**src/rtl/hist_chan_mux.sv**
```systemverilog
// hist_chan_mux: selects one of NUM_CH component channels (fixed or auto-scanned
// frame by frame), registers it with one cycle of latency and counts the valid
// beats of each selected frame.
// Ports:
//   clk, reset_n           clock (rising edge), asynchronous active-low reset
//   i_start_frame          frame-start pulse; the only point where the channel may change
//   i_mode                 0 = fixed channel from i_ch_sel, 1 = auto-scan
//   i_ch_sel               requested channel in fixed mode
//   i_in_valid/_data/_frame_end  per-channel strobe, component, last-pixel pulse
//   o_out_data/_valid/_frame_end selected channel, registered
//   o_out_ch               channel that drove the outputs this cycle
//   o_pix_count(_valid)    valid-beat count of the last completed frame, update pulse
//   o_sel_err              sticky out-of-range channel request flag
module hist_chan_mux #(
   parameter int NUM_CH = 4,
   parameter int DATA_W = 8,
   parameter int CNT_W  = 24,
   parameter int SEL_W  = $clog2(NUM_CH)
) (
   input  logic                     clk,
   input  logic                     reset_n,
   input  logic                     i_start_frame,
   input  logic                     i_mode,
   input  logic [SEL_W-1:0]         i_ch_sel,
   input  logic [NUM_CH-1:0]        i_in_valid,
   input  logic [NUM_CH*DATA_W-1:0] i_in_data,
   input  logic [NUM_CH-1:0]        i_in_frame_end,
   output logic [DATA_W-1:0]        o_out_data,
   output logic                     o_out_valid,
   output logic                     o_out_frame_end,
   output logic [SEL_W-1:0]         o_out_ch,
   output logic [CNT_W-1:0]         o_pix_count,
   output logic                     o_pix_count_valid,
   output logic                     o_sel_err
);
   typedef enum logic {IDLE, RUN} state_t;
   state_t r_state, w_next_state;
   logic [SEL_W-1:0]  r_act_ch, r_out_ch, w_next_act, w_auto_act, w_fix_act;
   logic [DATA_W-1:0] r_out_data, w_sel_data;
   logic [CNT_W-1:0]  r_cnt, r_pix_count, w_cnt_inc, w_next_cnt;
   logic r_first, r_sel_err, r_out_valid, r_out_fe, r_pix_valid;
   logic w_run, w_sel_valid, w_sel_fe, w_in_range, w_next_err, w_next_first;

   always_ff @(posedge clk or negedge reset_n)
      if (!reset_n) r_state <= IDLE;
      else          r_state <= w_next_state;

   always_comb begin
      w_next_state = r_state;
      if (i_start_frame) w_next_state = RUN;
      w_run = r_state == RUN;
   end

   // selection uses the current act_ch, so a start_frame cycle still drives the old channel
   always_comb begin
      w_sel_valid = 1'b0;
      w_sel_fe    = 1'b0;
      w_sel_data  = '0;
      for (int k = 0; k < NUM_CH; k++)
         if (r_act_ch == SEL_W'(k)) begin
            w_sel_valid = i_in_valid[k] & w_run;
            w_sel_fe    = i_in_frame_end[k] & w_run;
            w_sel_data  = i_in_data[k*DATA_W +: DATA_W];
         end
   end

   always_comb begin
      w_in_range   = int'(i_ch_sel) < NUM_CH;
      w_fix_act    = w_in_range ? i_ch_sel : '0;
      // r_first restarts the scan at channel 0 after IDLE or after any cycle in fixed mode
      w_auto_act   = (r_first || r_act_ch == SEL_W'(NUM_CH-1)) ? '0 : r_act_ch + SEL_W'(1);
      w_next_act   = i_start_frame ? (i_mode ? w_auto_act : w_fix_act) : r_act_ch;
      w_next_err   = i_start_frame ? (~i_mode & ~w_in_range) : r_sel_err;
      w_next_first = ~i_mode | (r_first & ~i_start_frame);
      w_cnt_inc    = (&r_cnt) ? r_cnt : r_cnt + CNT_W'(1);
      w_next_cnt   = (i_start_frame | w_sel_fe) ? '0 : (w_sel_valid ? w_cnt_inc : r_cnt);
   end

   always_ff @(posedge clk or negedge reset_n)
      if (!reset_n) begin
         r_act_ch    <= '0;
         r_first     <= 1'b1;
         r_sel_err   <= 1'b0;
         r_cnt       <= '0;
         r_out_data  <= '0;
         r_out_valid <= 1'b0;
         r_out_fe    <= 1'b0;
         r_out_ch    <= '0;
         r_pix_count <= '0;
         r_pix_valid <= 1'b0;
      end else begin
         r_act_ch    <= w_next_act;
         r_first     <= w_next_first;
         r_sel_err   <= w_next_err;
         r_cnt       <= w_next_cnt;
         r_out_valid <= w_sel_valid;
         r_out_fe    <= w_sel_fe;
         r_out_ch    <= r_act_ch;
         r_pix_valid <= w_sel_fe;
         if (w_sel_valid) r_out_data <= w_sel_data;
         // the closing beat itself is included in the captured count
         if (w_sel_fe) r_pix_count <= w_sel_valid ? w_cnt_inc : r_cnt;
      end

   assign o_out_data        = r_out_data;
   assign o_out_valid       = r_out_valid;
   assign o_out_frame_end   = r_out_fe;
   assign o_out_ch          = r_out_ch;
   assign o_pix_count       = r_pix_count;
   assign o_pix_count_valid = r_pix_valid;
   assign o_sel_err         = r_sel_err;
endmodule

```
**config.mk**
```make
export PLATFORM = sky130hd
export DESIGN_NAME = hist_chan_mux
export DESIGN_NICKNAME = d
export VERILOG_FILES = /design/src/rtl/hist_chan_mux.sv
export SDC_FILE = /design/constraint.sdc
export NUM_CORES = 1
export LEC_CHECK = 0
export ABC_AREA = 1
export BUFFER_PORTS_ARGS = -buffer_cell sky130_fd_sc_hd__buf_4
export CORE_ASPECT_RATIO = 2
export CORE_MARGIN = 4
export CORE_UTILIZATION = 35
export CTS_CLUSTER_DIAMETER = 100
export CTS_CLUSTER_SIZE = 24
export DETAILED_ROUTE_END_ITERATION = 8
export GPL_TIMING_DRIVEN = 0
export HOLD_SLACK_MARGIN = 0.1
export PLACE_DENSITY_LB_ADDON = 0.15
export SLEW_MARGIN = 10
export SYNTH_ARGS = -nofsm -noshare
export SYNTH_HDL_FRONTEND = slang
export SYNTH_SLANG_ARGS = --single-unit
export TNS_END_PERCENT = 100
```
**constraint.sdc**
```tcl
create_clock -name clk -period 1.9 [get_ports clk]
set_input_delay 0.38 -clock clk [delete_from_list [all_inputs] [get_ports clk]]
set_output_delay 0.38 -clock clk [all_outputs]
set_load 0.05 [all_outputs]
```
[Yosys cells after proc, flatten, opt, wreduce, memory -nomap -nowiden]
Cells that the tools add are included.
Word-level totals
  bits in registers: 64
  bits in latches: 0
  memory bits (writable): 0
  ROM bits: 0
  input bits: 46
  output and inout bits: 38
  word-level logic and storage cells: 47
  memories kept: 0
Operators by class
  add/sub/neg operators: 2
  multipliers: 0
  divide/modulo/power cells: 0
  $lt $le $gt $ge: 0
  equality and inequality tests: 3
  shift operators: 0
  mux-type cells: 17
  bitwise gates (word level): 13
  reduce and logical (&&, ||, !) cells: 3
Operators with widths (count)
  24-bit 2-to-1 mux: 3
  8-bit 2-to-1 mux: 4
  24-bit by 1-bit adder with 24-bit output (second input constant): 1
  24-bit AND reduction: 1
  1-bit AND: 9
  1-bit 2-to-1 mux: 8
  2-bit == test (second input constant): 2
  2-bit 2-to-1 mux: 2
  2-bit by 1-bit adder with 2-bit output (second input constant): 1
  2-bit by 1-bit == test with 1-bit output (second input constant): 1
  2-bit logical NOT: 1
  1-bit inverter: 2
  1-bit bitwise OR: 2
  1-bit logical OR: 1

[Depth between registers and ports, before layout]
Gate-level depths: netlist of run 1.
  word-level depth: 7
  depth in mapped cells: 13
  mapped depth without buffers: 13

[Least setup slack after synthesis of run 1]
OpenSTA, ideal clock, no wires.
  path type: register to register
  from: register r_act_ch[0]
  to: register r_cnt[1]
  setup time: 121 ps
  arrival time: 1633 ps
  data required time: 1779 ps
  setup slack: 146 ps
  stages on the path, launching flop included: 13
  clock period less this slack: 1754 ps
  cell sequence: dfrtp_1 -> inv_1 -> ha_1 -> inv_1 -> nor2_4 -> nand2_1 -> nand2_1 -> nand2_1 -> a21oi_4 -> nor2_2 -> inv_2 -> buf_4 -> nor2_1
Between the ends
  longest elaborated chain between the ends: 7
Ends and longest elaborated chain
  start: declaration: RTL line 38  | logic [SEL_W-1:0] r_act_ch, r_out_ch, w_next_act, w_auto_act, w_fix_act;
  start signal: assignment: RTL line 92  | r_act_ch <= w_next_act;
  2-bit logical NOT: RTL line 60  | if (r_act_ch == SEL_W'(k)) begin
  1-bit 2-to-1 mux (4 in series): RTL line 60
  24-bit 2-to-1 mux or 1-bit bitwise OR (tied branches)
  24-bit 2-to-1 mux *: RTL line 76  | w_next_cnt = (i_start_frame | w_sel_fe) ? '0 : (w_sel_valid ? w_cnt_inc : r_cnt);
  via w_next_cnt[1]: RTL line 40  | logic [CNT_W-1:0] r_cnt, r_pix_count, w_cnt_inc, w_next_cnt;
  end signal: assignment: RTL line 95  | r_cnt <= w_next_cnt;
  end: declaration: RTL line 40
The timed path passes the listed nets; every way through them passes the cells marked *.
A chain may end at the register's enable or synchronous reset.

[Worst setup path after layout of run 1]
Same ends and word-level chain as after synthesis.

==> summary.txt, run 1 <==
Setup path
  • RR Endpoint: r_cnt[1]
  • CP delay by family, top: buffers and inverters
  • Worst path slowest cell: dfrtp_2
  • Crit Path Max Fanout: 10
  • RR Startpoint: r_act_ch[0]
  • R2R Setup Slk: -0.02 ns
  • Critical Path AT: 2.15 ns
  • Buf+Inv Stages, Crit Path: 5
  • Largest stage delay, worst path: 0.43 ns
  • Critical Path End Type: register
  • Crit path from: r_act_ch[0]
  • Cell breakdown of the critical path: buf_6, ha_4, buf_6, nor2_4, nand2_1, nand2_1, nand2_2, a21oi_4, buf_4, nor2_4, inv_6, buf_12, nor2_1
  • Worst EP required: 2.12 ns
  • Reg2Reg Depth: 13
  • Critical Path Start Type: register
  • Kind of critical path: register to register

Clock tree
  • Total clock sinks: 64
  • Clock slew seen by the registers of the worst setup and hold paths: 0.06 ns
  • Clock tree buffer depth: 2
  • Post-cts hold buffer count: 0
  • TritonCTS clock tree: built
  • Number of H-tree levels: 3
  • Num CTS Buffers: 9
  • CTS root buf: clkbuf_16
  • Clk_lat worst skew: 0.34 ns

Logic synthesis
  • Synth cell types: 32
  • Synthesized area per cell: 7.30 µm²
  • Register bit total from synthesis: 64
  • Async set or reset register ratio after synthesis: 100%
  • Post-Syn Instances: 504
  • Synth Net Count: 555
  • Yosys warning count: 0
  • Seq/Total Area, Yosys: 43.6%
  • Most used DFF post-synth: dfrtp_1
  • Synth Cell Area: 3680 µm²
  • Count of flip-flops with a built-in enable after synthesis: 0

Layout
  • Layout area overhead: 42.5%
  • Share of cells above drive strength 1: 29.8%
  • Nets: 670
  • Fin util: 51.3%
  • Design area: 5250 µm²
  • Ant diodes: 0

Timing
  • Final-report setup violation count: 16
  • Final period util: 101%
  • Final worst slack: -0.0232 ns
  • Slew HR: 45.4%
  • Setup TNS: -0.165 ns
  • Fmax: 0.520 GHz
  • Worst hold margin: 0.145 ns
  • Fin crit period: 1.92 ns
  • Worst-Margin Slew: 0.819 ns
  • RSZ-0062 raised after global routing: true
  • Hold Violations, Final: 0
  • Max Clock Skew: 0.00708 ns
  • Slew Limit Fails: 0

GRT
  • Overflow after GRT: 0
  • Number of global-route vias before repair: 3580
  • Initial antenna violation count: 0
  • Overall Global Routing Usage: 19.3%
  • Pin count of the biggest net entering global routing: 65
  • First-pass GRT wire length: 17900 µm

Drt
  • DR iter-0 viols: 108
  • Post-DRT Antenna Nets: 0
  • Vias per inst: 4.76
  • # DRC: 0
  • Via count: 3614
  • DR pass1 iterations: 6
  • Wire length per cell: 15.0 µm
  • WL final: 11400 µm

Outcome
  • Failing checks: negative setup slack
  • Status: finished, violations left

Floorplanning
  • I/O pin count: 84
  • Die Span X: 80.5 µm
  • Cell Rows: 52
  • Initial Utilization: 36.0%
  • Core box area: 10200 µm²
  • Die Ht: 153 µm
  • Die area: 12300 µm²

Placement
  • Placement Cell Area: 4460 µm²
  • Post-DP HPWL: 8490 µm
  • IO buf count: 82
  • RD Place Congestion: 0.918

Pwr
  • Leakage power: 2.46 nW
  • PD cells: 941 nW/µm²
  • Total power: 0.00493 W
  • Peak VDD IR: 461 µV

Hold path
  • Hold Crit Class: primary input to asynchronous set/reset pin

Job
  • Max Cap Viol: 0
## layout by cell type (no fill, tap or decap), types with 3 or more instances in the layout
cell and count:
nor2_4 6, o21ai_2 4, nand4_1 8, or2_2 3, buf_8 7, nand2_2 10
a21oi_1 12, xor2_1 3, nand2_1 182, dfrtp_1 61, nor2_2 5, a21oi_4 3
o21ai_0 15, nand3_1 35, nor2_1 43, inv_1 37, clkbuf_16 12, and2_1 6
buf_4 95, buf_6 14, inv_2 4, a31oi_1 10, o21ai_1 9, a22oi_1 10
clkinvlp_4 4
## synthesized netlist by cell type (all sizes together), types with 4 or more instances
library cell	n	area share (%)
a21oi	16	2.8
a22oi	10	2.0
a31oi	10	1.7
and2	6	1.0
buf	17	3.2
dfrtp	63	43
ha	5	1.7
inv	43	4.4
nand2	194	20
nand3	36	4.9
nand4	8	1.4
nor2	54	6.7
o21ai	28	3.9
or2	4	0.68
xor2	4	0.95
## per-layer routing
layer  routed length [µm]  track usage (%)
met3                  521             4.06
met4                  262             7.33
met5                    0                0
met1                 3790             18.8
met2                 6810             37.6
## where the power goes
group	internal [W]	leakage [nW]	total [W]	switching (W)
Clock	0.00105	0.137	0.00169	0.000634
Combinational	0.000652	1.48	0.00168	0.00103
Sequential	0.00149	0.845	0.00157	0.0000779
## registers in the layout, indices dropped and copies added (netlist names)
signal,cells
o_out_data,8
r_state,1
r_act_ch,2
o_pix_count_valid,1
o_pix_count,24
o_out_ch,2
o_out_valid,1
r_first,1
r_cnt,24
## worst reg2reg max path, delay by kind of cell, from the launching register on
family | cells | cell delay (ns)
buf+inv | 5 | 0.66
flops | 1 | 0.43
simple gates | 6 | 0.41
fa+ha+maj | 1 | 0.17
compound gates | 1 | 0.16
## kinds of logic (layout without fill, tap and decap cells)
kind of cell	count (synthesis)	in the layout	synth area share [%]
AND/OR/NAND/NOR	302	302	35.0
AO/OA/AOI/OAI	65	65	10.7
flip-flops	64	64	43.6
buffers and inverters	62	182	7.75
adder cells (fa/ha/maj)	5	5	1.70
XOR/XNOR	5	5	1.19
other	1	1	0.102
## what timing repair did
action / 4_1_cts / 5_1_grt
pin swaps: 2 / 11
endpoints found under the setup margin: 57 / 49
gates cloned: 2 / 4
resized for setup: 31 / 52
setup buffers: 4 / 12
## per-stage QoR
step                      setup WS [ns]  instances
final                           -0.0232        759
after global routing             -0.122        759
after CTS                      -0.00316        743
after detailed placement         -0.441        721
after global placement           -0.428        721
after floorplan                   0.146        504
## layout make-up
class | instances | area [µm²]
Buffer | 18 | 204
Tap cell | 135 | 169
Inverter | 44 | 183
Sequential cell | 64 | 1610
Clock inverter | 6 | 68.8
Clock buffer | 10 | 239
Multi-Input combinational cell | 378 | 1900
Fill cell | 1079 | 4970
Timing Repair Buffer | 104 | 876
## worst max-delay path by stage
stage	to	slack, ns	cells after the start
after floorplan	r_cnt[1]	0.15	12
after global placement	r_cnt[1]	-0.43	12
after detailed placement	r_cnt[1]	-0.44	12
after CTS	o_pix_count[18]	-0.003	12
after global routing	o_pix_count[1]	-0.12	13
final	r_cnt[1]	-0.02	13
No activity file was read; power rests on OpenSTA's default activity.
==> run 2: changes to the inputs <==
--- a/config.mk
+++ b/config.mk
@@ -9,7 +9,7 @@
 export BUFFER_PORTS_ARGS = -buffer_cell sky130_fd_sc_hd__buf_4
 export CORE_ASPECT_RATIO = 2
 export CORE_MARGIN = 4
-export CORE_UTILIZATION = 35
+export CORE_UTILIZATION = 54
 export CTS_CLUSTER_DIAMETER = 100
 export CTS_CLUSTER_SIZE = 24
 export DETAILED_ROUTE_END_ITERATION = 8
==> run 2 against run 1 <==
The flow still finishes with violations (negative setup slack). Cell count shrank 6.7%. Setup slack got worse by 0.033 ns. Combinational power down 2%. Register-to-register slack lost 0.03 ns. Cell area shrank 1.6%. Non-clock buffer count down 4. Power shrank 1.9%. Fmax shrank 1.7%. Routed wire length decreased by 1.0%.
==> summary.txt, run 2 (same netlist as run 1, synthesis figures left out) <==
Timing
  • Worst hold margin: 0.125 ns
  • RSZ-0062 raised after global routing: true
  • Worst-Margin Slew: 0.803 ns
  • Final-report setup violation count: 2
  • Slew HR: 46.4%
  • Setup TNS: -0.104 ns
  • Slew Limit Fails: 0
  • Fmax: 0.511 GHz
  • Max Clock Skew: 0.00490 ns
  • Fin crit period: 1.96 ns
  • Final period util: 103%
  • Final worst slack: -0.0562 ns
  • Hold Violations, Final: 0

Floorplanning
  • Cell Rows: 42
  • Die area: 8280 µm²
  • Die Span X: 66.4 µm
  • Die Ht: 125 µm
  • I/O pin count: 84
  • Core box area: 6620 µm²
  • Initial Utilization: 55.6%

GRT
  • Overflow after GRT: 0
  • First-pass GRT wire length: 16900 µm
  • Initial antenna violation count: 0
  • Pin count of the biggest net entering global routing: 65
  • Overall Global Routing Usage: 26.6%
  • Number of global-route vias before repair: 3757

Layout
  • Area of the multi-input gates: 1960 µm²
  • Layout area overhead: 40.2%
  • Design area: 5160 µm²
  • # fillers: 497
  • Ant diodes: 0
  • Commonest non-fill, non-tap cell in the layout: nand2_1
  • FF+latch area: 1610 µm²
  • Nets: 666
  • Most frequent cells in the layout: 166 x nand2_1, 99 x buf_4, 61 x dfrtp_1, 45 x nor2_1, 36 x inv_1
  • Share of cells above drive strength 1: 32.3%

Setup path
  • Crit Path Max Fanout: 5
  • Critical Path Start Type: register
  • Worst EP required: 2.16 ns
  • RR Startpoint: r_act_ch[1]
  • Critical Path End Type: register
  • Crit path from: r_act_ch[1]
  • Kind of critical path: register to register
  • Critical Path AT: 2.22 ns

Pwr
  • Leakage power: 2.46 nW
  • PD cells: 938 nW/µm²
  • Total power: 0.00484 W
  • Peak VDD IR: 844 µV

Drt
  • Wire length per cell: 15.9 µm
  • WL final: 11300 µm
  • Post-DRT Antenna Nets: 0
  • DR iter-0 viols: 270
  • Via count: 3856
  • # DRC: 0
  • Vias per inst: 5.45
  • DR pass1 iterations: 8

Clock tree
  • CTS root buf: clkbuf_16
  • Total clock sinks: 64
  • TritonCTS clock tree: built
  • Num CTS Buffers: 9
  • Number of H-tree levels: 3
  • Clock slew seen by the registers of the worst setup and hold paths: 0.06 ns
  • Clk_lat worst skew: 0.33 ns
  • Clock tree buffer depth: 2

Outcome
  • Status: finished, violations left
  • Failing checks: negative setup slack

Placement
  • RD Place Congestion: 0.926
  • Dpl ws: -0.408 ns
  • Post-DP HPWL: 7820 µm
  • Placement Cell Area: 4410 µm²
  • IO buf count: 82

Hold path
  • Hold Crit Class: primary input to asynchronous set/reset pin

Job
  • Max Cap Viol: 0
run 2: changes by cell type in the layout (fill, tap and decap cells not counted), sizes merged:
| cell | previous run | this run |
|---|---|---|
| buf | 118 | 114 |
| clkinv | 3 | 6 |
| clkinvlp | 4 | 2 |
| clkbuf | 14 | 13 |
run 2: area by class of cell:
class	count	share of cell area, %
Multi-Input combinational cell	378	37.9
Sequential cell	64	31.1
Timing Repair Buffer	100	15.8
Clock buffer	9	4.36
Buffer	18	3.64
Inverter	44	3.64
Tap cell	88	2.13
Clock inverter	7	1.41
run 2: power breakdown:
part | switching (W) | internal [W]
registers | 0.0000858 | 0.00149
logic | 0.00104 | 0.000599
clock network | 0.000610 | 0.00101
total | 0.00173 | 0.00311
run 2: stage by stage:
step,util [%],std cells
4_1_cts,73.1,696
2_1_floorplan,-,504
5_1_grt,77.9,708
3_5_place_dp,66.5,674
6_report,77.9,708
3_3_place_gp,66.5,674
run 2: worst max-delay path, stage by stage, from the launching register on:
cell	delay, ns
dfrtp_1	0.42
inv_2	0.13
ha_4	0.18
buf_6	0.11
nand2_4	0.04
nand2_2	0.05
nand2_2	0.08
a21oi_4	0.25
buf_6	0.19
nand2_4	0.07
o21bai_2	0.15
nand2_1	0.10
nor2_1	0.10
run 2: repair_timing:
item                       CTS  global route
setup endpoints to repair   57            50
setup buffers                5             9
gates cloned                 1             3
pin swaps                    2            17
resized for setup           24            71
hold buffers                 0             0
run 2: metal layers:
metal	vias up	share of wire, %	track usage, %
li1	1830	-	-
met1	1799	32	24.9
met2	173	56	49.5
met5	-	0	0
met3	54	6.4	7.40
met4	0	6.1	13.5
run 2: path summary, 6_finish.rpt:
check	to	slack (ns)	cells after the start
min in group clk	r_first	0.22	2
max in group asynchronous	r_act_ch[0]	1.18	1
min reg2reg	o_out_ch[1]	0.46	0
max reg2reg	r_cnt[20]	-0.06	12
max	r_cnt[20]	-0.06	12
min	o_pix_count[15]	0.12	1
